<file path="config.mk">
export PLATFORM = sky130hd
export DESIGN_NAME = data_mem_if
export DESIGN_NICKNAME = d
export VERILOG_FILES = /design/src/rtl/data_mem_if.sv
export SDC_FILE = /design/constraint.sdc
export NUM_CORES = 1
export LEC_CHECK = 0
export BUFFER_PORTS_ARGS = -buffer_cell sky130_fd_sc_hd__buf_2
export CAP_MARGIN = 30
export CORE_MARGIN = 2
export CORE_UTILIZATION = 39
export CTS_CLUSTER_SIZE = 12
export DETAILED_ROUTE_END_ITERATION = 10
export GPL_TIMING_DRIVEN = 0
export PLACE_DENSITY = 0.67
export SYNTH_ARGS = -nofsm -noshare
export SYNTH_HDL_FRONTEND = slang
export SYNTH_SLANG_ARGS = --single-unit
</file>
<file path="constraint.sdc">
create_clock -name clk -period 2 [get_ports clk]
set_input_delay 0.2 -clock clk [delete_from_list [all_inputs] [get_ports clk]]
set_output_delay 0.2 -clock clk [all_outputs]
set_load 0.02 [all_outputs]
</file>
<file path="src/rtl/data_mem_if.sv">
// Load/store bridge between the core M-stage data port and a variable-latency data memory.
// Optional ACCESS timeout with bus error response: define DATA_MEM_TIMEOUT_EN.
module data_mem_if #(
    parameter int unsigned DATA_WIDTH     = 32,
    parameter int unsigned ADDR_WIDTH     = 32,
    parameter int unsigned TIMEOUT_CYCLES = 16
) (
    input  logic                    clk,
    input  logic                    rst,
    input  logic                    i_req_valid,
    output logic                    o_req_ready,
    input  logic                    i_we,
    input  logic [1:0]              i_size,
    input  logic                    i_unsigned,
    input  logic [ADDR_WIDTH-1:0]   i_addr,
    input  logic [DATA_WIDTH-1:0]   i_wdata,
    output logic                    o_rsp_valid,
    output logic [DATA_WIDTH-1:0]   o_rdata,
    output logic                    o_misaligned,
    output logic                    o_bus_err,
    output logic                    o_stall,
    output logic                    o_mem_req,
    output logic                    o_mem_we,
    output logic [ADDR_WIDTH-1:0]   o_mem_addr,
    output logic [DATA_WIDTH/8-1:0] o_mem_be,
    output logic [DATA_WIDTH-1:0]   o_mem_wdata,
    input  logic                    i_mem_ack,
    input  logic [DATA_WIDTH-1:0]   i_mem_rdata
);

    localparam int unsigned BE_W  = DATA_WIDTH / 8;
    localparam int unsigned OFF_W = $clog2(BE_W);

    if ((DATA_WIDTH != 32 && DATA_WIDTH != 64) || TIMEOUT_CYCLES < 1) begin : g_param_check
        $error("data_mem_if: unsupported parameter combination");
    end

    typedef enum logic [1:0] {StIdle, StAccess, StResp} state_e;

    state_e                  state_q, state_d;
    logic                    we_q, uns_q, misaligned_q;
    logic [1:0]              size_q;
    logic [OFF_W-1:0]        off_q;
    logic [ADDR_WIDTH-1:0]   addr_q;
    logic [BE_W-1:0]         be_q;
    logic [DATA_WIDTH-1:0]   wdata_q, rdata_q;

    logic                    accept, req_mis, timeout_hit, bus_err;
    logic [OFF_W-1:0]        req_off;
    logic [BE_W-1:0]         size_mask;
    logic [DATA_WIDTH-1:0]   req_wdata, shifted, load_mask, load_ext;
    logic                    load_sign;

    assign accept  = (state_q == StIdle) && i_req_valid;
    assign req_off = i_addr[OFF_W-1:0];

    // Request decode: alignment check, lane enables and lane-replicated store data
    always_comb begin
        req_mis   = 1'b0;
        size_mask = '1;
        req_wdata = i_wdata;
        unique case (i_size)
            2'b00: begin
                size_mask = BE_W'(1);
                req_wdata = {BE_W{i_wdata[7:0]}};
            end
            2'b01: begin
                req_mis   = i_addr[0];
                size_mask = BE_W'(3);
                req_wdata = {(BE_W / 2){i_wdata[15:0]}};
            end
            2'b10: begin
                req_mis   = (i_addr[1:0] != 2'b00);
                size_mask = BE_W'(4'hF);
                req_wdata = {(DATA_WIDTH / 32){i_wdata[31:0]}};
            end
            default: begin
                req_mis   = (DATA_WIDTH == 32) ? 1'b1 : (req_off != '0);
                size_mask = '1;
                req_wdata = i_wdata;
            end
        endcase
    end

    // Load path: bring the addressed lane down to bit 0, then mask and extend
    always_comb begin
        shifted   = i_mem_rdata >> {off_q, 3'b000};
        load_mask = '1;
        load_sign = shifted[DATA_WIDTH-1];
        unique case (size_q)
            2'b00: begin
                load_mask = DATA_WIDTH'(8'hFF);
                load_sign = shifted[7];
            end
            2'b01: begin
                load_mask = DATA_WIDTH'(16'hFFFF);
                load_sign = shifted[15];
            end
            2'b10: begin
                load_mask = DATA_WIDTH'(32'hFFFF_FFFF);
                load_sign = shifted[31];
            end
            default: begin
                load_mask = '1;
                load_sign = shifted[DATA_WIDTH-1];
            end
        endcase
        load_ext = (shifted & load_mask) | ((load_sign && !uns_q) ? ~load_mask : '0);
    end

`ifdef DATA_MEM_TIMEOUT_EN
    localparam int unsigned CNT_W = $clog2(TIMEOUT_CYCLES + 1);

    logic [CNT_W-1:0] tmo_q;
    logic             bus_err_q;

    assign timeout_hit = (state_q == StAccess) && !i_mem_ack &&
                         (tmo_q == CNT_W'(TIMEOUT_CYCLES - 1));
    assign bus_err     = bus_err_q;

    always_ff @(posedge clk) begin
        if (!rst) begin
            tmo_q     <= '0;
            bus_err_q <= 1'b0;
        end else begin
            tmo_q <= (state_q == StAccess) ? tmo_q + CNT_W'(1) : '0;
            if (accept) begin
                bus_err_q <= 1'b0;
            end else if (timeout_hit) begin
                bus_err_q <= 1'b1;
            end
        end
    end
`else
    assign timeout_hit = 1'b0;
    assign bus_err     = 1'b0;
`endif

    always_comb begin
        state_d = state_q;
        unique case (state_q)
            StIdle:   if (i_req_valid) state_d = req_mis ? StResp : StAccess;
            StAccess: if (i_mem_ack || timeout_hit) state_d = StResp;
            StResp:   state_d = StIdle;
            default:  state_d = StIdle;
        endcase
    end

    always_ff @(posedge clk) begin
        if (!rst) begin
            state_q      <= StIdle;
            we_q         <= 1'b0;
            uns_q        <= 1'b0;
            size_q       <= 2'b00;
            off_q        <= '0;
            addr_q       <= '0;
            be_q         <= '0;
            wdata_q      <= '0;
            rdata_q      <= '0;
            misaligned_q <= 1'b0;
        end else begin
            state_q <= state_d;
            if (accept) begin
                we_q         <= i_we;
                uns_q        <= i_unsigned;
                size_q       <= i_size;
                off_q        <= req_off;
                addr_q       <= {i_addr[ADDR_WIDTH-1:OFF_W], {OFF_W{1'b0}}};
                be_q         <= size_mask << req_off;
                wdata_q      <= req_wdata;
                misaligned_q <= req_mis;
                if (req_mis) rdata_q <= '0;
            end
            if (state_q == StAccess && i_mem_ack) begin
                rdata_q <= we_q ? '0 : load_ext;
            end else if (timeout_hit) begin
                rdata_q <= '0;
            end
        end
    end

    assign o_req_ready  = rst && (state_q == StIdle);
    assign o_stall      = (state_q == StAccess);
    assign o_mem_req    = (state_q == StAccess);
    assign o_mem_we     = we_q;
    assign o_mem_addr   = addr_q;
    assign o_mem_be     = be_q;
    assign o_mem_wdata  = wdata_q;
    assign o_rsp_valid  = (state_q == StResp);
    assign o_rdata      = rdata_q;
    assign o_misaligned = misaligned_q && (state_q == StResp);
    assign o_bus_err    = bus_err && (state_q == StResp);

endmodule

</file>
# After elaboration in Yosys (flattened, before gate mapping)
# Cells that the tools add are included.
# totals
input_bits,104
wordCells,50
reg_bits,107
output_inout_bits,107
# classes
n_mux,14
eq_ne,7
shift,2
n_reduce_logical,14
bitwise,3
# ops
operator,count
two-way mux 32 bit,5
one-hot mux 32 bit (2 select lines),2
AND 32 bit,1
inverter 32 bit,1
bitwise OR 32 bit,1
right shift 32 x 5 -> 32 bit,1
one-hot mux 4 bit (2 select lines),1
"equality test 2 x 1 -> 1 bit, second input constant",3
zero test 2 bit,3
two-way mux 2 bit,3
nonzero test 2 bit,3
logical AND 1 bit,5
"equality test 2 bit, second input constant",2
one-hot mux 2 bit (2 select lines),1
AND reduction 2 bit,2
left shift 4 x 2 -> 4 bit,1
one-hot mux 1 bit (3 select lines),1
"inequality test 2 x 1 -> 1 bit, second input constant",1
"inequality test 2 bit, second input constant",1
one-hot mux 1 bit (2 select lines),1
zero test 1 bit,1

# Longest topological paths before layout
# Gate-level depths: netlist of the first run.
# depth
depth_word,7
mapped_depth,7
mapped_depth_nobuf,4

# Worst setup path after synthesis of the first run
# Ideal clock, no wire load.
# synth_path
path_type,register to register
start,register off_q[0]
end,"register rdata_q[21], in the netlist o_rdata[21]"
synth_period_minus_slack_ps,1562
required_ps,1880
stages_incl_launch_ff,7
n_path_buf,3
setup_time_ps,120
t_arrival_ps,1441
slack_ps,438
cell_sequence,dfxtp_1 buf_6 buf_4 buf_2 mux2_2 a22oi_1 a21boi_1
# synth_via
elab_chain_cells,7
elab_cells_between_ends,8
cone_classes,shift: 1; mux: 4; bitwise: 2; reduce/logical: 1
# synth_lines
item,line,source
start: declaration,43,logic [OFF_W-1:0] off_q;
start signal: assignment,167,off_q <= req_off;
right shift 32 x 5 -> 32 bit (*),87,"shifted = i_mem_rdata >> {off_q, 3'b000};"
one-hot mux 1 bit (2 select lines),90,unique case (size_q)
logical AND 1 bit,108,load_ext = (shifted & load_mask) | ((load_sign && !uns_q) ? ~load_mask : '0);
two-way mux 32 bit,108,
bitwise OR 32 bit (*),108,
two-way mux 32 bit (*),175,rdata_q <= we_q ? '0 : load_ext;
two-way mux 32 bit (*),174,if (state_q == StAccess && i_mem_ack) begin
end signal: assignment,175,
end: declaration,46,"logic [DATA_WIDTH-1:0] wdata_q, rdata_q;"
# Every way passes the cells marked *; elsewhere a longest branch is shown, timed or not.
# A chain may end at the register's enable or synchronous reset.

# Worst setup path after layout of the first run
# Ends and elaborated chain as after synthesis.

==> impl_metrics.tcl, run 1 <==
set metrics [dict create \
    outcome "complete, no violations" \
    fillers 1237 \
    post_route_cells_drive_above_1_share_pct 35.3 \
    cts-hold-fix-buffers 0 \
    power_per_cell_area_nw_per_um2 765 \
    worstReg2RegEnd "o_rdata[21]" \
    grt_setup_unrepaired "false" \
    placed_wire_length_estimate_after_detailed_placement_um 11600 \
    synth.distinct_cells 45 \
    synth.yosys.warnings 0 \
    fp.coreArea_um2 12500 \
    worst-path-max-fanout 10 \
    synth_area_leaders "sky130_fd_sc_hd__dfxtp_1 43%, sky130_fd_sc_hd__nand2_1 9.5%, sky130_fd_sc_hd__a21boi_0 8.1%" \
    cp_data_required_time_ns 2.24 \
    ys_seq_elements 107 \
    reg2reg_depth 6 \
    p_seq_share_pct 47.1 \
    port_buf_inserts 206 \
    yosys_most_used_dff "sky130_fd_sc_hd__dfxtp_1" \
    postCtsResizedCells 0 \
    critical_path.startpoint_type "flop" \
    holdPathEnd "o_mem_addr[29]" \
    drt_iter0_markers 296 \
    design.final.nets 863 \
    hold_path_startpoint "i_addr[29]" \
    total_drc_errors_in_the_routed_layout 0 \
    wirelength_um 14800 \
    final.period_utilization_pct 89.2 \
    seq_total_area_yosys_pct 43.0 \
    reg2reg_slack_ns 0.22 \
    maxcap_violations 0 \
    timing.final.max_slew_violations 0 \
    grt_use_total_pct 21.1 \
    grt_first_pass_wirelength_um 22100 \
    cts_buffer_depth 2 \
    gp_congestion 0.843 \
    globalRouteOverflowTotal 0 \
    grt_max_degree 16 \
    cts_post_setup_buffers_inserted 0 \
    synthCells 540 \
    die_w_um 117 \
    finalCoreUtilization_pct 51.8 \
    power.internal_mw 3.50 \
    floorplan.initialDensity_pct 39.8 \
    ir_drop_mv 0.341 \
    tritoncts "yes" \
    clock_tree.htree_level_count 3 \
    rr_startpoint "off_q[0]" \
    floorplan.die_area_um2 13700 \
    clock_transition_time_at_the_flip_flop_clock_pins_of_the_worst_setup_and_hold_paths_ns 0.07 \
    synthDominantCellAreaShare_pct 43.0 \
    fin_setup_tns_ns 0 \
    via_count 4738 \
    power.share.combinational_pct 21.2 \
    critical_path.endpoint_type "flop" \
    final-hold-violation-count 0 \
    timing.hold.ws_ns 0.102 \
    cts_inserted_buffers 9 \
    switching_power_mw 1.46 \
    post_synth.cell_area_avg_um2 9.21 \
    async_reset_ff_share_pct 0 \
    finalClockSkew_ns 0.00669 \
    synth_area_um2 4980 \
    num_rows 41 \
    cts_num_sinks 107 \
    worstSetupPathType "reg -> reg" \
    clk_root_buffer_cell "sky130_fd_sc_hd__clkbuf_16" \
    antenna_left 0 \
    tightestPinTransition_ns 0.643 \
    regArea_um2 2140 \
    layout.cells.non_filler 934 \
    p_leak_nw 3.04 \
    synth_edf_count 0 \
    report.final.setup_viol 0 \
    layout_min_cycle_time_ns 1.78 \
    detail_route.first_pass.iterations 4 \
    timing.fmax_ghz 0.561 \
    io_pins 211 \
    clock_power_share_pct 31.7 \
    hp-class "in -> reg" \
    grt_pass1_vias 4359 \
    die-height_um 117 \
    synthDominantAreaCellType "sky130_fd_sc_hd__dfxtp_1" \
    worstSkewPairLatency_ns 0.35 \
    area_taken_by_multi_input_logic_gates_um2 2550 \
    syn_to_final_growth_pct 30.2 \
    worst-endpoint-arrival_ns 2.02 \
    relSlewSlack_pct 57.0 \
    route.detailed.wl_per_inst_um 15.8 \
    p_total_mw 4.96 \
    drt_via_density 5.07 \
    hold-path-cell-count 3 \
    numPlacedInstances 920 \
    sw_frac_of_total_pct 29.5 \
    antenna_found_initial 2 \
]
==> cells in the mapped netlist (2+ instances only) <==
| master | instances |
|---|---|
| sky130_fd_sc_hd__buf_6 | 5 |
| sky130_fd_sc_hd__o211ai_1 | 9 |
| sky130_fd_sc_hd__mux2i_1 | 25 |
| sky130_fd_sc_hd__a21oi_1 | 11 |
| sky130_fd_sc_hd__buf_2 | 12 |
| sky130_fd_sc_hd__o21ai_0 | 19 |
| sky130_fd_sc_hd__and2_1 | 3 |
| sky130_fd_sc_hd__o211a_1 | 16 |
| sky130_fd_sc_hd__a22oi_1 | 23 |
| sky130_fd_sc_hd__inv_1 | 2 |
| sky130_fd_sc_hd__nor3_1 | 4 |
| sky130_fd_sc_hd__clkbuf_2 | 2 |
| sky130_fd_sc_hd__nor2b_1 | 13 |
| sky130_fd_sc_hd__dfxtp_1 | 107 |
| sky130_fd_sc_hd__nand2b_1 | 5 |
| sky130_fd_sc_hd__mux4_2 | 7 |
| sky130_fd_sc_hd__a32o_1 | 8 |
| sky130_fd_sc_hd__a21boi_1 | 16 |
| sky130_fd_sc_hd__clkbuf_1 | 24 |
| sky130_fd_sc_hd__nand3_1 | 9 |
| sky130_fd_sc_hd__nand2_1 | 126 |
| sky130_fd_sc_hd__buf_4 | 7 |
| sky130_fd_sc_hd__mux2_2 | 8 |
| sky130_fd_sc_hd__a31oi_1 | 2 |
| sky130_fd_sc_hd__a21boi_0 | 54 |
| sky130_fd_sc_hd__nor2_1 | 4 |
==> cell families after synthesis <==
group | Yosys count | synth area share, %
buffers and inverters | 54 | 5.78
multiplexers | 41 | 10.5
flip-flops | 107 | 43.0
other | 1 | 0.0754
AO/OA/AOI/OAI | 164 | 25.1
AND/OR/NAND/NOR | 173 | 15.4
==> critical path, stage by stage (launching register included) <==
cell                       delay [ns]
sky130_fd_sc_hd__dfxtp_1         0.34
sky130_fd_sc_hd__buf_6           0.17
sky130_fd_sc_hd__buf_4           0.21
sky130_fd_sc_hd__buf_2           0.32
sky130_fd_sc_hd__mux2_2          0.39
sky130_fd_sc_hd__a22oi_1         0.15
sky130_fd_sc_hd__a21boi_1        0.08
==> cell usage in the layout, fill, tap and decap left out, drive strengths merged, types with 11 or more instances in the layout <==
cell type	n
a21boi	70
buf	230
nand2	126
dfxtp	107
a22oi	23
mux2i	25
clkbuf	36
a21oi	11
nor2b	13
o211a	16
o21ai	19
==> through the flow <==
step | instance area, um2 | worst slack (ns)
finish | 6480 | 0.217
floorplan | 4980 | 0.438
detailed placement | 6230 | 0.232
global placement | 6230 | 0.249
global route | 6480 | 0.122
CTS | 6470 | 0.220
==> area by class of cell <==
type	instances	area share (%)
Clock inverter	3	0.309
Sequential cell	107	33.1
Timing Repair Buffer	206	15.9
Clock buffer	9	3.48
Antenna cell	2	0.0772
Multi-Input combinational cell	381	39.4
Buffer	51	4.27
Tap cell	172	3.32
Inverter	3	0.174
==> how the worst max path moves through the flow <==
stage	cells after the start	from	slack, ns	endpoint
6_report	6	off_q[0]	0.22	o_rdata[21]
3_5_place_dp	6	off_q[0]	0.23	o_rdata[21]
4_1_cts	6	off_q[0]	0.22	o_rdata[21]
3_3_place_gp	6	off_q[0]	0.25	o_rdata[13]
2_1_floorplan	6	off_q[0]	0.44	o_rdata[21]
5_1_grt	6	off_q[0]	0.12	o_rdata[21]
==> per-layer routing <==
metal	track usage (%)	share of wire, %	routed length [um]	vias to the layer above
met5	0	0	0	-
met4	7.37	1.7	252	0
met3	4.99	7.7	1140	19
met2	35.4	47	7020	182
met1	26.6	43	6380	2200
li1	-	-	-	2337
==> state kept, by name, summed over array words and instances (netlist names) <==
register	cells
state_q	2
o_rdata	32
o_mem_wdata	32
o_mem_be	4
uns_q	1
off_q	2
o_mem_we	1
o_mem_addr	30
size_q	2
misaligned_q	1
==> power groups by stage <==
| stage | Clock [mW] | Sequential [mW] | Combinational, mW |
|---|---|---|---|
| floorplan | 0 | 2.52 | 0.505 |
| global placement | 0 | 2.38 | 1.03 |
| detailed placement | 0 | 2.38 | 1.06 |
| CTS | 1.61 | 2.33 | 1.06 |
| global route | 1.69 | 2.35 | 1.15 |
| finish | 1.57 | 2.33 | 1.05 |
No activity file was read; power rests on OpenSTA's default activity.
==> run 2: changes to the inputs <==
ABC_AREA = 1   (was unset)
PLACE_DENSITY = 0.68   (was 0.67)
==> impl_metrics.tcl, run 2 <==
set metrics [dict create \
    ant_diodes 0 \
    worstSetupPathType "reg -> reg" \
    wl_met1_um 6690 \
    cts-hold-fix-buffers 0 \
    yosys_most_used_dff "sky130_fd_sc_hd__dfxtp_1" \
    synth_edf_count 0 \
    ir_drop_mv 0.502 \
    cts_num_sinks 107 \
    grt_max_degree 16 \
    maxcap_violations 0 \
    ys_seq_elements 107 \
    drt_iter0_markers 339 \
    worst-path-max-fanout 10 \
    fin_setup_tns_ns 0 \
    cts_post_setup_buffers_inserted 0 \
    tightestPinTransition_ns 0.757 \
    worstSkewPairLatency_ns 0.35 \
    routed-wl-met2_um 7190 \
    relSlewSlack_pct 49.5 \
    drt_via_density 4.91 \
    gp_congestion 0.910 \
    globalRouteOverflowTotal 0 \
    synth.distinct_cells 30 \
    synth_area_leaders "sky130_fd_sc_hd__dfxtp_1 44%, sky130_fd_sc_hd__nand2_1 11%, sky130_fd_sc_hd__o21ai_0 8.1%" \
    post_synth_most_frequent_cells "136 x sky130_fd_sc_hd__nand2_1, 107 x sky130_fd_sc_hd__dfxtp_1, 90 x sky130_fd_sc_hd__nor2_1, 78 x sky130_fd_sc_hd__o21ai_0, 74 x sky130_fd_sc_hd__a21oi_1" \
    postCtsResizedCells 0 \
    route.detailed.wl_per_inst_um 14.4 \
    syn_to_final_growth_pct 31.4 \
    cts_buffer_depth 2 \
    clock_transition_time_at_the_flip_flop_clock_pins_of_the_worst_setup_and_hold_paths_ns 0.07 \
    met3RoutedLength_um 1220 \
    power_per_cell_area_nw_per_um2 827 \
    synthDominantCellAreaShare_pct 44.2 \
    final-hold-violation-count 0 \
    wirelength_um 15400 \
    synth.most_common_cell "sky130_fd_sc_hd__nand2_1" \
    critical_path.startpoint_type "flop" \
    floorplan.die_area_um2 13300 \
    cts_inserted_buffers 9 \
    post_synth.cell_area_avg_um2 7.11 \
    design.final.nets 1006 \
    clock_tree.htree_level_count 3 \
    die-height_um 115 \
    num_rows 40 \
    via_count 5272 \
    critical_path.endpoint_type "flop" \
    grt_first_pass_wirelength_um 24000 \
    async_reset_ff_share_pct 0 \
    synth.yosys.warnings 0 \
    synth_area_um2 4850 \
    layout_min_cycle_time_ns 1.61 \
    finalClockSkew_ns 0.00535 \
    final_cell_mix "222 x sky130_fd_sc_hd__buf_2, 136 x sky130_fd_sc_hd__nand2_1, 107 x sky130_fd_sc_hd__dfxtp_1, 90 x sky130_fd_sc_hd__nor2_1, 78 x sky130_fd_sc_hd__o21ai_0" \
    timing.hold.ws_ns 0.0939 \
    grt_use_total_pct 22.9 \
    synthCells 682 \
    total_drc_errors_in_the_routed_layout 0 \
    cp_data_required_time_ns 2.28 \
    hp-class "in -> reg" \
    placed_wire_length_estimate_after_detailed_placement_um 11800 \
    die_w_um 115 \
    dr.max_layer_used "met4" \
    clk_root_buffer_cell "sky130_fd_sc_hd__clkbuf_16" \
    tritoncts "yes" \
    seq_total_area_yosys_pct 44.2 \
    antenna_found_initial 0 \
    io_pins 211 \
    grt_setup_unrepaired "false" \
    timing.final.max_slew_violations 0 \
    worst-endpoint-arrival_ns 1.89 \
    p_leak_nw 3.09 \
    floorplan.initialDensity_pct 40.2 \
    outcome "complete, no violations" \
    timing.fmax_ghz 0.621 \
    layout_commonest_cell "sky130_fd_sc_hd__buf_2" \
    antenna_left 0 \
    synthDominantAreaCellType "sky130_fd_sc_hd__dfxtp_1" \
    fp.coreArea_um2 12100 \
    port_buf_inserts 207 \
    report.final.setup_viol 0 \
    post_route_cells_drive_above_1_share_pct 31.2 \
    final.period_utilization_pct 80.5 \
    detail_route.first_pass.iterations 5 \
    grt_pass1_vias 4985 \
    finalCoreUtilization_pct 52.8 \
]
[run 2: cell type report]
type                       instances  area [um2]
fill                            1282        5690
inverter                          50         188
buffer                            50         270
tap                              168         210
clock inverter                     1        8.76
timing repair buffer             207        1040
sequential                       107        2140
multi-input combinational        477        2250
clock buffer                      13         260
[run 2: logic make-up (layout without fill, tap and decap cells)]
kind of cell / count (synthesis) / in the layout / synth area share, %
simple gates: 278 / 278 / 23.5
buf+inv: 100 / 321 / 9.45
compound gates: 196 / 196 / 22.7
flops: 107 / 107 / 44.2
other cells: 1 / 3 / 0.0774
[run 2: power breakdown]
part	internal (mW)	switching, mW
logic	0.420	0.799
registers	2.28	0.0768
clock network	0.906	0.780
[run 2: worst paths after layout]
path	start	endpoint	slack (ns)	cells after the start
min	i_addr[8]	o_mem_addr[8]	0.09	3
max reg2reg	state_q[0]	o_rdata[14]	0.39	7
min reg2reg	o_rdata[6]	o_rdata[6]	0.46	2
max	state_q[0]	o_rdata[14]	0.39	7
[run 2: routing by layer]
metal	vias up	track usage (%)
met1	2391	29.2
met3	23	5.60
met5	-	0
li1	2658	-
met2	200	37.4
met4	0	8.92
[run 2: metrics by stage]
| step | power [mW] | area (um2) | cells | setup WS [ns] |
|---|---|---|---|---|
| after detailed placement | 3.62 | 6100 | 1059 | 0.411 |
| after global placement | 3.62 | 6100 | 1059 | 0.412 |
| after floorplan | 3.18 | 4850 | 684 | 0.692 |
| final | 5.27 | 6370 | 1073 | 0.390 |
| after CTS | 5.30 | 6370 | 1073 | 0.388 |
| after global routing | 5.52 | 6370 | 1073 | 0.235 |
[run 2: critical path, cell delays in order, from the launching register on]
cell and delay, ns:
sky130_fd_sc_hd__dfxtp_1 0.40, sky130_fd_sc_hd__nor2_1 0.06, sky130_fd_sc_hd__nand2_1 0.17, sky130_fd_sc_hd__inv_2 0.15, sky130_fd_sc_hd__a21oi_4 0.35, sky130_fd_sc_hd__buf_6 0.22, sky130_fd_sc_hd__nand2_2 0.06, sky130_fd_sc_hd__a21oi_2 0.12
==> run 3: changes to the inputs <==
clock period = 1.6 ns   (was 2 ns; I/O delays follow)
==> impl_metrics.tcl, run 3 (synthesis gave the netlist of run 2 again) <==
set metrics [dict create \
    outcome "complete, no violations" \
    timing.final.max_slew_violations 0 \
    globalRouteOverflowTotal 0 \
    detail_route.first_pass.iterations 5 \
    grt_use_total_pct 22.9 \
    finalClockSkew_ns 0.00573 \
    io_pins 211 \
    cts_buffer_depth 2 \
    worst-path-max-fanout 10 \
    placed_wire_length_estimate_after_detailed_placement_um 11800 \
    fp.coreArea_um2 12100 \
    hp-class "in -> reg" \
    port_buf_inserts 207 \
    floorplan.die_area_um2 13300 \
    route.detailed.wl_per_inst_um 14.3 \
    die-height_um 115 \
    ant_diodes 0 \
    layout.cell_area.non_filler_um2 6470 \
    numPlacedInstances 1059 \
    total_drc_errors_in_the_routed_layout 0 \
    worstSetupPathType "reg -> reg" \
    drt_via_density 4.91 \
    detailedPlace.worstSlack_ns 0.0105 \
    report.final.setup_viol 0 \
    clk_root_buffer_cell "sky130_fd_sc_hd__clkbuf_16" \
    worstSkewPairLatency_ns 0.35 \
    grt_max_degree 16 \
    sw_frac_of_total_pct 31.3 \
    die_w_um 115 \
    power.share.combinational_pct 23.9 \
    hold_path_startpoint "i_addr[8]" \
    design.final.nets 1011 \
    cts-hold-fix-buffers 0 \
    p_seq_share_pct 44.5 \
    drt_iter0_markers 293 \
    tightestPinTransition_ns 0.753 \
    post_route_cells_drive_above_1_share_pct 32.9 \
    clock_tree.htree_level_count 3 \
    fin_setup_tns_ns 0 \
    p_total_mw 6.63 \
    critical_path.startpoint_type "flop" \
    relSlewSlack_pct 49.8 \
    layout_setup_ws_ns 0.0886 \
    switching_power_mw 2.07 \
    layout_min_cycle_time_ns 1.51 \
    final.period_utilization_pct 94.5 \
    p_leak_nw 3.15 \
    via_count 5296 \
    tritoncts "yes" \
    cp_data_required_time_ns 1.88 \
    wirelength_um 15400 \
    critical_path.endpoint_type "flop" \
    startpoint "state_q[0]" \
    placed_instance_area_um2 6100 \
    grt_first_pass_wirelength_um 24000 \
    layout.cells.non_filler 1078 \
    gp_congestion 0.910 \
    timing.fmax_ghz 0.662 \
    clock_transition_time_at_the_flip_flop_clock_pins_of_the_worst_setup_and_hold_paths_ns 0.07 \
    antenna_found_initial 0 \
    rr_startpoint "state_q[0]" \
    syn_to_final_growth_pct 33.5 \
    antenna_left 0 \
    cts_num_sinks 107 \
    final_cell_mix "216 x sky130_fd_sc_hd__buf_2, 134 x sky130_fd_sc_hd__nand2_1, 107 x sky130_fd_sc_hd__dfxtp_1, 89 x sky130_fd_sc_hd__nor2_1, 77 x sky130_fd_sc_hd__o21ai_0" \
    num_rows 40 \
    power.internal_mw 4.56 \
    floorplan.initialDensity_pct 40.2 \
    worst-endpoint-arrival_ns 1.79 \
    layout_commonest_cell "sky130_fd_sc_hd__buf_2" \
    maxcap_violations 0 \
    clock_power_share_pct 31.6 \
    grt_pass1_vias 4985 \
    power_per_cell_area_nw_per_um2 1020 \
    final-hold-violation-count 0 \
    ir_drop_mv 0.639 \
    cts_inserted_buffers 9 \
]
## run 3: per-stage QoR
stage	utilization, %	hold WS (ns)
after floorplan	-	0.298
after global placement	50.6	0.411
after CTS	52.8	0.0465
after detailed placement	50.6	0.420
final	53.7	0.0559
after global routing	53.7	0.0628
## run 3: cell type report
class,instances,area (um2)
fillers,1284,5590
multi-input cells,477,2280
flip-flops and latches,107,2140
repair buffers,212,1090
plain buffers,50,299
clock buffers,13,260
well taps,168,210
inverters,50,188
clock inverters,1,8.76
## run 3: critical path: stages (launching register included)
cell and delay [ns]:
sky130_fd_sc_hd__dfxtp_1 0.40, sky130_fd_sc_hd__nand2_1 0.10, sky130_fd_sc_hd__nor2_2 0.19, sky130_fd_sc_hd__inv_2 0.07, sky130_fd_sc_hd__nor2_4 0.18, sky130_fd_sc_hd__buf_4 0.21, sky130_fd_sc_hd__nand3_1 0.15, sky130_fd_sc_hd__a21oi_2 0.14
## run 3: repair_timing
action                     4_1_cts  5_1_grt
setup buffers                    0        5
setup endpoints to repair       11       68
pin swaps                        1        1
gates resized for setup          0       30
## run 3: per-layer routing
metal | track usage [%] | part of all wire [%] | up-vias
li1 | - | - | 2671
met1 | 29.2 | 44 | 2409
met2 | 37.4 | 47 | 194
met3 | 5.60 | 7.4 | 22
met4 | 8.92 | 1.9 | 0
met5 | 0 | 0 | -
## run 3: path summary, 6_finish.rpt
check | to | depth (start not counted) | slack [ns]
worst min register to register | o_rdata[6] | 2 | 0.46
worst max-delay path | o_rdata[15] | 7 | 0.09
worst max register to register | o_rdata[15] | 7 | 0.09
worst min-delay path | o_mem_addr[8] | 3 | 0.06
## run 3: power groups by stage
stage	sequential (mW)	clock, mW	combinational [mW]
global placement	3.01	0	1.51
global route	2.97	2.25	1.75
CTS	2.95	2.15	1.52
finish	2.95	2.10	1.58
floorplan	3.22	0	0.752
detailed placement	3.01	0	1.52
